## src/rtl/gfx128_pixel_fetch.sv

```systemverilog
// Pixel/z read path: fetches one pixel (and optionally its depth) over a 128-bit read port.
// Optional depth comparator enabled by defining GFX_FETCH_ZTEST_EN.
module gfx128_pixel_fetch #(
    parameter int unsigned point_width = 16
) (
    input  logic                   clk_i,
    input  logic                   rst_i,
    input  logic [27:0]            target_base_i,
    input  logic [27:0]            zbuffer_base_i,
    input  logic [point_width-1:0] target_size_x_i,
    input  logic [point_width-1:0] target_size_y_i,
    input  logic [1:0]             color_depth_i,
    input  logic                   zbuffer_enable_i,
    input  logic [point_width-1:0] pixel_x_i,
    input  logic [point_width-1:0] pixel_y_i,
    input  logic [point_width-1:0] pixel_z_i,
    input  logic                   read_i,
    output logic                   busy_o,
    output logic                   read_o,
    output logic [27:0]            fetch_addr_o,
    input  logic [127:0]           dat_i,
    input  logic                   ack_i,
    output logic                   valid_o,
    output logic [31:0]            color_o,
    output logic [15:0]            z_o,
    output logic                   oob_o,
    output logic                   z_pass_o
);

    typedef enum logic [1:0] {StIdle, StRdPix, StRdZ, StDone} state_e;

    state_e      state_q;
    logic        read_q, busy_q, valid_q, oob_q, zen_q;
    logic [27:0] addr_q, zaddr_q;
    logic [31:0] color_q, col_stage_q;
    logic [15:0] z_q;
    logic [1:0]  depth_q;
    logic [3:0]  lane_x_q;  // lane select only needs x[3:0]

    logic [31:0] idx, pix_off, z_off;
    logic [27:0] pix_addr, z_addr;
    logic        in_range;
    logic [31:0] pix_lane;
    logic [15:0] z_lane;

    // Addresses are computed from the live inputs on the accepting cycle and then held.
    always_comb begin
        idx = 32'(target_size_x_i) * 32'(pixel_y_i) + 32'(pixel_x_i);
        case (color_depth_i)
            2'b00:   pix_off = idx;
            2'b01:   pix_off = idx << 1;
            default: pix_off = idx << 2;
        endcase
        z_off    = idx << 1;
        pix_addr = target_base_i + pix_off[31:4];
        z_addr   = zbuffer_base_i + z_off[31:4];
        in_range = (pixel_x_i < target_size_x_i) && (pixel_y_i < target_size_y_i);
    end

    always_comb begin
        case (depth_q)
            2'b00:   pix_lane = 32'(dat_i[{lane_x_q, 3'b000} +: 8]);
            2'b01:   pix_lane = 32'(dat_i[{lane_x_q[2:0], 4'b0000} +: 16]);
            default: pix_lane = dat_i[{lane_x_q[1:0], 5'b00000} +: 32];
        endcase
        z_lane = dat_i[{lane_x_q[2:0], 4'b0000} +: 16];
    end

`ifdef GFX_FETCH_ZTEST_EN
    logic                   z_pass_q;
    logic [point_width-1:0] pz_q;
    assign z_pass_o = z_pass_q;
`else
    logic unused_pz;
    assign unused_pz = ^pixel_z_i;
    assign z_pass_o  = 1'b1;
`endif

    always_ff @(posedge clk_i or posedge rst_i) begin
        if (rst_i) begin
            state_q     <= StIdle;
            read_q      <= 1'b0;
            busy_q      <= 1'b0;
            valid_q     <= 1'b0;
            oob_q       <= 1'b0;
            zen_q       <= 1'b0;
            addr_q      <= '0;
            zaddr_q     <= '0;
            color_q     <= '0;
            col_stage_q <= '0;
            z_q         <= '0;
            depth_q     <= '0;
            lane_x_q    <= '0;
`ifdef GFX_FETCH_ZTEST_EN
            z_pass_q    <= 1'b1;
            pz_q        <= '0;
`endif
        end else begin
            valid_q <= 1'b0;
            case (state_q)
                StIdle: begin
                    if (read_i) begin
                        depth_q  <= color_depth_i;
                        zen_q    <= zbuffer_enable_i;
                        lane_x_q <= pixel_x_i[3:0];
                        zaddr_q  <= z_addr;
`ifdef GFX_FETCH_ZTEST_EN
                        pz_q     <= pixel_z_i;
`endif
                        if (!in_range) begin
                            state_q  <= StDone;
                            valid_q  <= 1'b1;
                            oob_q    <= 1'b1;
                            color_q  <= '0;
                            z_q      <= '0;
`ifdef GFX_FETCH_ZTEST_EN
                            z_pass_q <= 1'b0;
`endif
                        end else begin
                            state_q <= StRdPix;
                            read_q  <= 1'b1;
                            busy_q  <= 1'b1;
                            addr_q  <= pix_addr;
                        end
                    end
                end
                StRdPix: begin
                    if (ack_i) begin
                        if (zen_q) begin
                            state_q     <= StRdZ;
                            col_stage_q <= pix_lane;
                            addr_q      <= zaddr_q;
                        end else begin
                            state_q  <= StDone;
                            read_q   <= 1'b0;
                            busy_q   <= 1'b0;
                            valid_q  <= 1'b1;
                            oob_q    <= 1'b0;
                            color_q  <= pix_lane;
                            z_q      <= '0;
`ifdef GFX_FETCH_ZTEST_EN
                            z_pass_q <= 1'b1;
`endif
                        end
                    end
                end
                StRdZ: begin
                    if (ack_i) begin
                        state_q  <= StDone;
                        read_q   <= 1'b0;
                        busy_q   <= 1'b0;
                        valid_q  <= 1'b1;
                        oob_q    <= 1'b0;
                        color_q  <= col_stage_q;
                        z_q      <= z_lane;
`ifdef GFX_FETCH_ZTEST_EN
                        z_pass_q <= (16'(pz_q) < z_lane);
`endif
                    end
                end
                default: state_q <= StIdle;
            endcase
        end
    end

    assign busy_o       = busy_q;
    assign read_o       = read_q;
    assign fetch_addr_o = addr_q;
    assign valid_o      = valid_q;
    assign color_o      = color_q;
    assign z_o          = z_q;
    assign oob_o        = oob_q;

endmodule

```

## config.mk

```make
export PLATFORM = sky130hd
export DESIGN_NAME = gfx128_pixel_fetch
export DESIGN_NICKNAME = d
export VERILOG_FILES = /design/src/rtl/gfx128_pixel_fetch.sv
export SDC_FILE = /design/constraint.sdc
export NUM_CORES = 1
export LEC_CHECK = 0
export CORE_MARGIN = 2
export CORE_UTILIZATION = 44
export CTS_CLUSTER_SIZE = 25
export DETAILED_ROUTE_END_ITERATION = 7
export GPL_ROUTABILITY_DRIVEN = 0
export PLACE_DENSITY = 0.68
export SYNTH_ARGS = -nofsm -noshare
export SYNTH_HDL_FRONTEND = slang
export SYNTH_SLANG_ARGS = --single-unit
```

## constraint.sdc

```tcl
create_clock -name clk_i -period 5.65 [get_ports clk_i]
set_input_delay 1.13 -clock clk_i [delete_from_list [all_inputs] [get_ports clk_i]]
set_output_delay 1.13 -clock clk_i [all_outputs]
set_load 0.01 [all_outputs]
```

# Word-level counts from Yosys, hierarchy flattened
# Index checks and enable logic that the tools add are counted.
[totals] reg_bits=148 out_inout_bits=81 wordCells=84
[classes] add_sub_neg=3 mul=1 n_lt_le_gt_ge=2 eq_ne=11 n_shift=3 n_mux=40 n_reduce_logical=12
[op_table] cell="$mux W32" n=5
[op_table] cell="$pmux W32 S2" n=2
[op_table] cell="$shiftx A128 B8 Y16" n=1
[op_table] cell="$shiftx A128 B8 Y32" n=1
[op_table] cell="$shiftx A128 B8 Y8" n=1
[op_table] cell="$mux W28" n=4
[op_table] cell="$pmux W32 S3" n=1
[op_table] cell="$mux W16" n=5
[op_table] cell="$add A28 B28 Y28" n=2
[op_table] cell="$pmux W28 S2" n=1
[op_table] cell="$pmux W16 S3" n=1
[op_table] cell="$add A32 B16 Y32" n=1
[op_table] cell="$lt A16 B16 Y1" n=2
[op_table] cell="$mul A16 B16 Y32" n=1
[op_table] cell="$ne A2 B2 Y1 const B" n=7
[op_table] cell="$mux W1" n=13
[op_table] cell="$reduce_and A6 Y1" n=2
[op_table] cell="$pmux W1 S3" n=3
[op_table] cell="$mux W2" n=4
[op_table] cell="$eq A2 B1 Y1 const B" n=3
[op_table] cell="$logic_not A2 Y1" n=3
[op_table] cell="$pmux W2 S3" n=1
[op_table] cell="$reduce_and A3 Y1" n=2
[op_table] cell="$reduce_and A5 Y1" n=1
[op_table] cell="other kinds (5)" n=5

# Longest topological paths before layout
[logic_depth] depth_word=7 depth_mapped=37 mapped_depth_nobuf=36

# Worst setup path after synthesis
# Ideal clock, no wire load.
[synth_timing] path_type="input-to-reg" start="input target_size_x_i[13]" end="register addr_q[27], in the netlist fetch_addr_o[27]" setup_time_ns=0.132 t_arrival_ns=8.804 required_ns=5.518 slack_ns=-3.286 stages=35 cell_sequence="clkbuf_1 > clkbuf_1 > nand2_1 > fa_1 > fa_1 > fa_1 > inv_1 > fa_1 > fa_1 > inv_1 > fa_1 > inv_1 > ha_1 > a21o_1 > a21o_1 > a21oi_1 > a31oi_2 > and2_2 > o21a_1 > nor2_1 > xnor2_1 > mux2i_1 > o21ai_0 > ha_1 > a21oi_1 > nand2b_1 > nand2_1 > a211o_1 > a21oi_4 > nor3_1 > a2111oi_4 > a21oi_2 > xor2_1 > a2111oi_0 > or3b_1"
[synth_via] elab_chain_cells=7 word_cells_on_any_way=11 classes_between="add/sub (2); mul (1); order compare (1); eq/ne (1); mux (4); reduce/logical (2)"
[synth_rtl] item="from (decl)" line="10" rtl="input logic [point_width-1:0] target_size_x_i,"
[synth_rtl] item="$mul A16 B16 Y32" line="48" rtl="idx = 32'(target_size_x_i) * 32'(pixel_y_i) + 32'(pixel_x_i);"
[synth_rtl] item="$add A32 B16 Y32" line="48"
[synth_rtl] item="$pmux W32 S2" line="49" rtl="case (color_depth_i)"
[synth_rtl] item="$add A28 B28 Y28" line="55" rtl="pix_addr = target_base_i + pix_off[31:4];"
[synth_rtl] item="$mux W28" line="110" rtl="if (!in_range) begin"
[synth_rtl] item="$mux W28" line="102" rtl="if (read_i) begin"
[synth_rtl] item="$pmux W28 S2" line="100" rtl="case (state_q)"
[synth_rtl] item="to (signal assigned)" line="123" rtl="addr_q <= pix_addr;"
[synth_rtl] item="to (signal assigned)" line="132" rtl="addr_q <= zaddr_q;"
[synth_rtl] item="to (decl)" line="34" rtl="logic [27:0] addr_q, zaddr_q;"
# Several ways; a longest one is shown, not always the timed one. The select of a mux whose other input is x is not followed.
# A chain may end at the register's enable or synchronous reset.

# Final worst setup path
[layout_timing] start="input target_size_x_i[9]" end="register addr_q[27], in the netlist fetch_addr_o[27]"
# The elaborated chain is that of the path after synthesis.

==> results.cfg <==
[outcome]
status = finished with violations
violations = setup timing

[clocking]
cts_sinks = 148
clock_tree.root_cell = clkbuf_16
clkTransAtPathRegs_ns = 0.07
clock_path_buffers = 2
numCtsBuffers = 17
cts_htree_levels = 4
holdBufCountCts = 0
cts_tree = yes
insertion_delay_ns = 0.44

[sta]
layout_setup_ws_ns = -2.92
setup_tns_ns = -91.38
relSlewSlack = 0.178
clock_skew_ns = 0.0110
clock.fmax_mhz = 117
min_period_ns = 8.57
finalMaxSlewViolations = 0
hold_viol_final = 0
setup_viol = 50
fin_crit_sh = 1.52
rsz0062_at_grt = true
worst_pin_slew_ns = 1.23

[detailed_routing]
drt_iter0_markers = 1698
wl_um = 74300
antenna_left = 0
firstDrtPassIters = 5
num_vias = 20891
vias_per_cell = 5.46
post_drt_wl_per_cell_um = 19.4
drc = 0

[logic_synthesis]
synth_edf_count = 0
synth_commonest_cells = nand2_1 (436), inv_1 (339), fa_1 (212)
synthArstFlopShare = 1.00
synth_mux_area_frac = 0.139
synth_seq_area_share = 0.169
ys_ff_latch = 148
synth_cell_types = 75
syn_area_um2 = 21900
synth-simple-area-share = 0.141
yosys-top-cells-area = fa_1 (19%), dfrtp_1 (17%), ha_1 (11%), mux4_2 (11%), nand2_1 (7.5%)
synth-compound-area-share = 0.134
synthXorXnorAreaFrac = 0.0296
synthAdderAreaFrac = 0.305
synth_most_common_cell = nand2_1
netlist.area_leader.share = 0.194
netlist_instances = 2429
avgSynthCellArea_um2 = 9.02
yosys_warnings = 0
synth_area_leader_cell = fa_1
synth_nets = 3107
synth_ff_type = dfrtp_1
synth_top_family_by_area = adder cells

[worst_setup_path]
endpoint_kind = register
cp_slowest_cell = fa_1
crit_type = input port to register
critPathLaunchType = input port
slowest_delay_ns = 0.56
required_ns = 5.97
crit_path_max_fanout = 4
cp.arrival_ns = 8.90
crit_top_cell = fa_1

[global_routing]
groute.usage.overall = 0.282
antenna_found_initial = 2
overflow = 0
grt_max_degree = 99
grt_pass1_wl_um = 114000
first_global_vias = 21441

[floorplan]
dieArea_um2 = 51600
die_h_um = 227
die_w_um = 227
fp.coreArea_um2 = 49100
initial_utilization = 0.446
fp-row-count = 81
boundaryPins = 352

[cells_and_area]
drive_gt1_frac = 0.327
fillers = 3781
final_nets = 3828
area.growth.synth_to_final_pct = 47.7

[placement]
pre_cts_slack_ns = -3.84
dp_hpwl_um = 57200
port-buffer-count = 334

[run]
maxCapViolCount = 0

[worst_hold_path]
hp-class = register to register
==> layout by cell type, fill, tap and decap left out, types with 10 or more instances in the layout <==
cell	count
ha_4	45
a22o_1	24
nand2_4	10
nand2_1	404
nor3_1	11
ha_1	143
and2_1	80
a21oi_2	39
nand2b_1	11
o21ai_1	72
nor2_1	49
inv_1	298
xnor2_1	17
xor2_1	25
buf_6	108
fa_1	197
and2_4	24
clkdlybuf4s50_1	302
xnor2_2	17
o31ai_1	12
buf_4	375
nand3_1	10
clkbuf_16	17
mux2i_1	33
fa_2	15
a21oi_1	51
nor2_2	10
mux4_2	104
a21o_1	33
o21ai_2	16
inv_2	40
mux2_2	32
dfrtp_1	146
o21ai_0	114
o21a_1	16
nor2b_1	11
a21oi_4	10
nand2_2	22
==> cell families (layout without fill, tap and decap cells) <==
| logic type | Yosys count | count (layout) |
|---|---|---|
| xor gates and xnor gates | 74 | 74 |
| and+or+nand+nor | 695 | 695 |
| DFF | 148 | 148 |
| AOI/OAI and AO/OA | 471 | 471 |
| buffers and inverters | 463 | 1197 |
| muxes | 170 | 170 |
| adders and majority gates | 407 | 407 |
| other | 1 | 3 |
==> state kept, by name (all words and copies together) (netlist names) <==
| signal | flops |
|---|---|
| busy_o | 1 |
| col_stage_q | 32 |
| color_o | 32 |
| depth_q | 2 |
| fetch_addr_o | 28 |
| lane_x_q | 4 |
| oob_o | 1 |
| state_q | 2 |
| valid_o | 1 |
| z_o | 16 |
| zaddr_q | 28 |
| zen_q | 1 |
==> through the flow <==
stage | instance area [um^2] | instances | hold slack [ns] | util
2_1_floorplan | 22400 | 2429 | 0.449 | -
3_3_place_gp | 28700 | 3676 | 0.462 | 0.586
3_5_place_dp | 28700 | 3676 | 0.470 | 0.586
4_1_cts | 31300 | 3798 | 0.484 | 0.637
5_1_grt | 32300 | 3829 | 0.496 | 0.659
6_report | 32300 | 3829 | 0.478 | 0.659
==> repair_timing <==
| action | CTS | global route |
|---|---|---|
| pin swaps | 207 | 110 |
| resized for setup | 419 | 204 |
| endpoints found under the setup margin | 54 | 53 |
| setup buffers | 94 | 44 |
| hold endpoints to repair | 0 | 0 |
| gates cloned | 3 | 0 |
==> final cells by class <==
class / instances / area [um^2] / share of cell area
repair buffers: 824 / 7500 / 0.232
multi-input cells: 1818 / 18400 / 0.569
inverters: 341 / 1290 / 0.0398
flip-flops and latches: 148 / 3710 / 0.115
clock inverters: 14 / 160 / 0.00495
well taps: 664 / 831 / 0.0257
diodes: 2 / 5.00 / 0.000155
clock buffers: 18 / 439 / 0.0136
==> worst max-delay path: cells and delay by family <==
family / cells / cell delay (ns)
xor gates and xnor gates: 2 / 0.38
adders and majority gates: 8 / 3.63
muxes: 1 / 0.14
and+or+nand+nor: 10 / 1.64
buffers and inverters: 7 / 0.55
AOI/OAI and AO/OA: 10 / 1.40
==> final timing paths <==
check,slack [ns],endpoint,startpoint,depth (start not counted)
max,-2.92,fetch_addr_o[27],target_size_x_i[9],38
min,0.48,fetch_addr_o[23],fetch_addr_o[23],2
max reg2reg,2.20,color_o[1],lane_x_q[1],8
min reg2reg,0.48,fetch_addr_o[23],fetch_addr_o[23],2
max in group asynchronous,3.37,color_o[13],rst_i,3
min in group asynchronous,1.21,fetch_addr_o[19],rst_i,2
==> routing by layer <==
| layer | track usage | vias to the layer above | share of wire |
|---|---|---|---|
| li1 | - | 9573 | - |
| met1 | 0.372 | 10298 | 0.42 |
| met2 | 0.475 | 858 | 0.48 |
| met3 | 0.0348 | 162 | 0.062 |
| met4 | 0.107 | 0 | 0.036 |
| met5 | 0 | - | 0 |
Power is left out: the tool's default activity adds up to more than one toggle a clock period on the data nets, which glitch-free logic cannot reach.
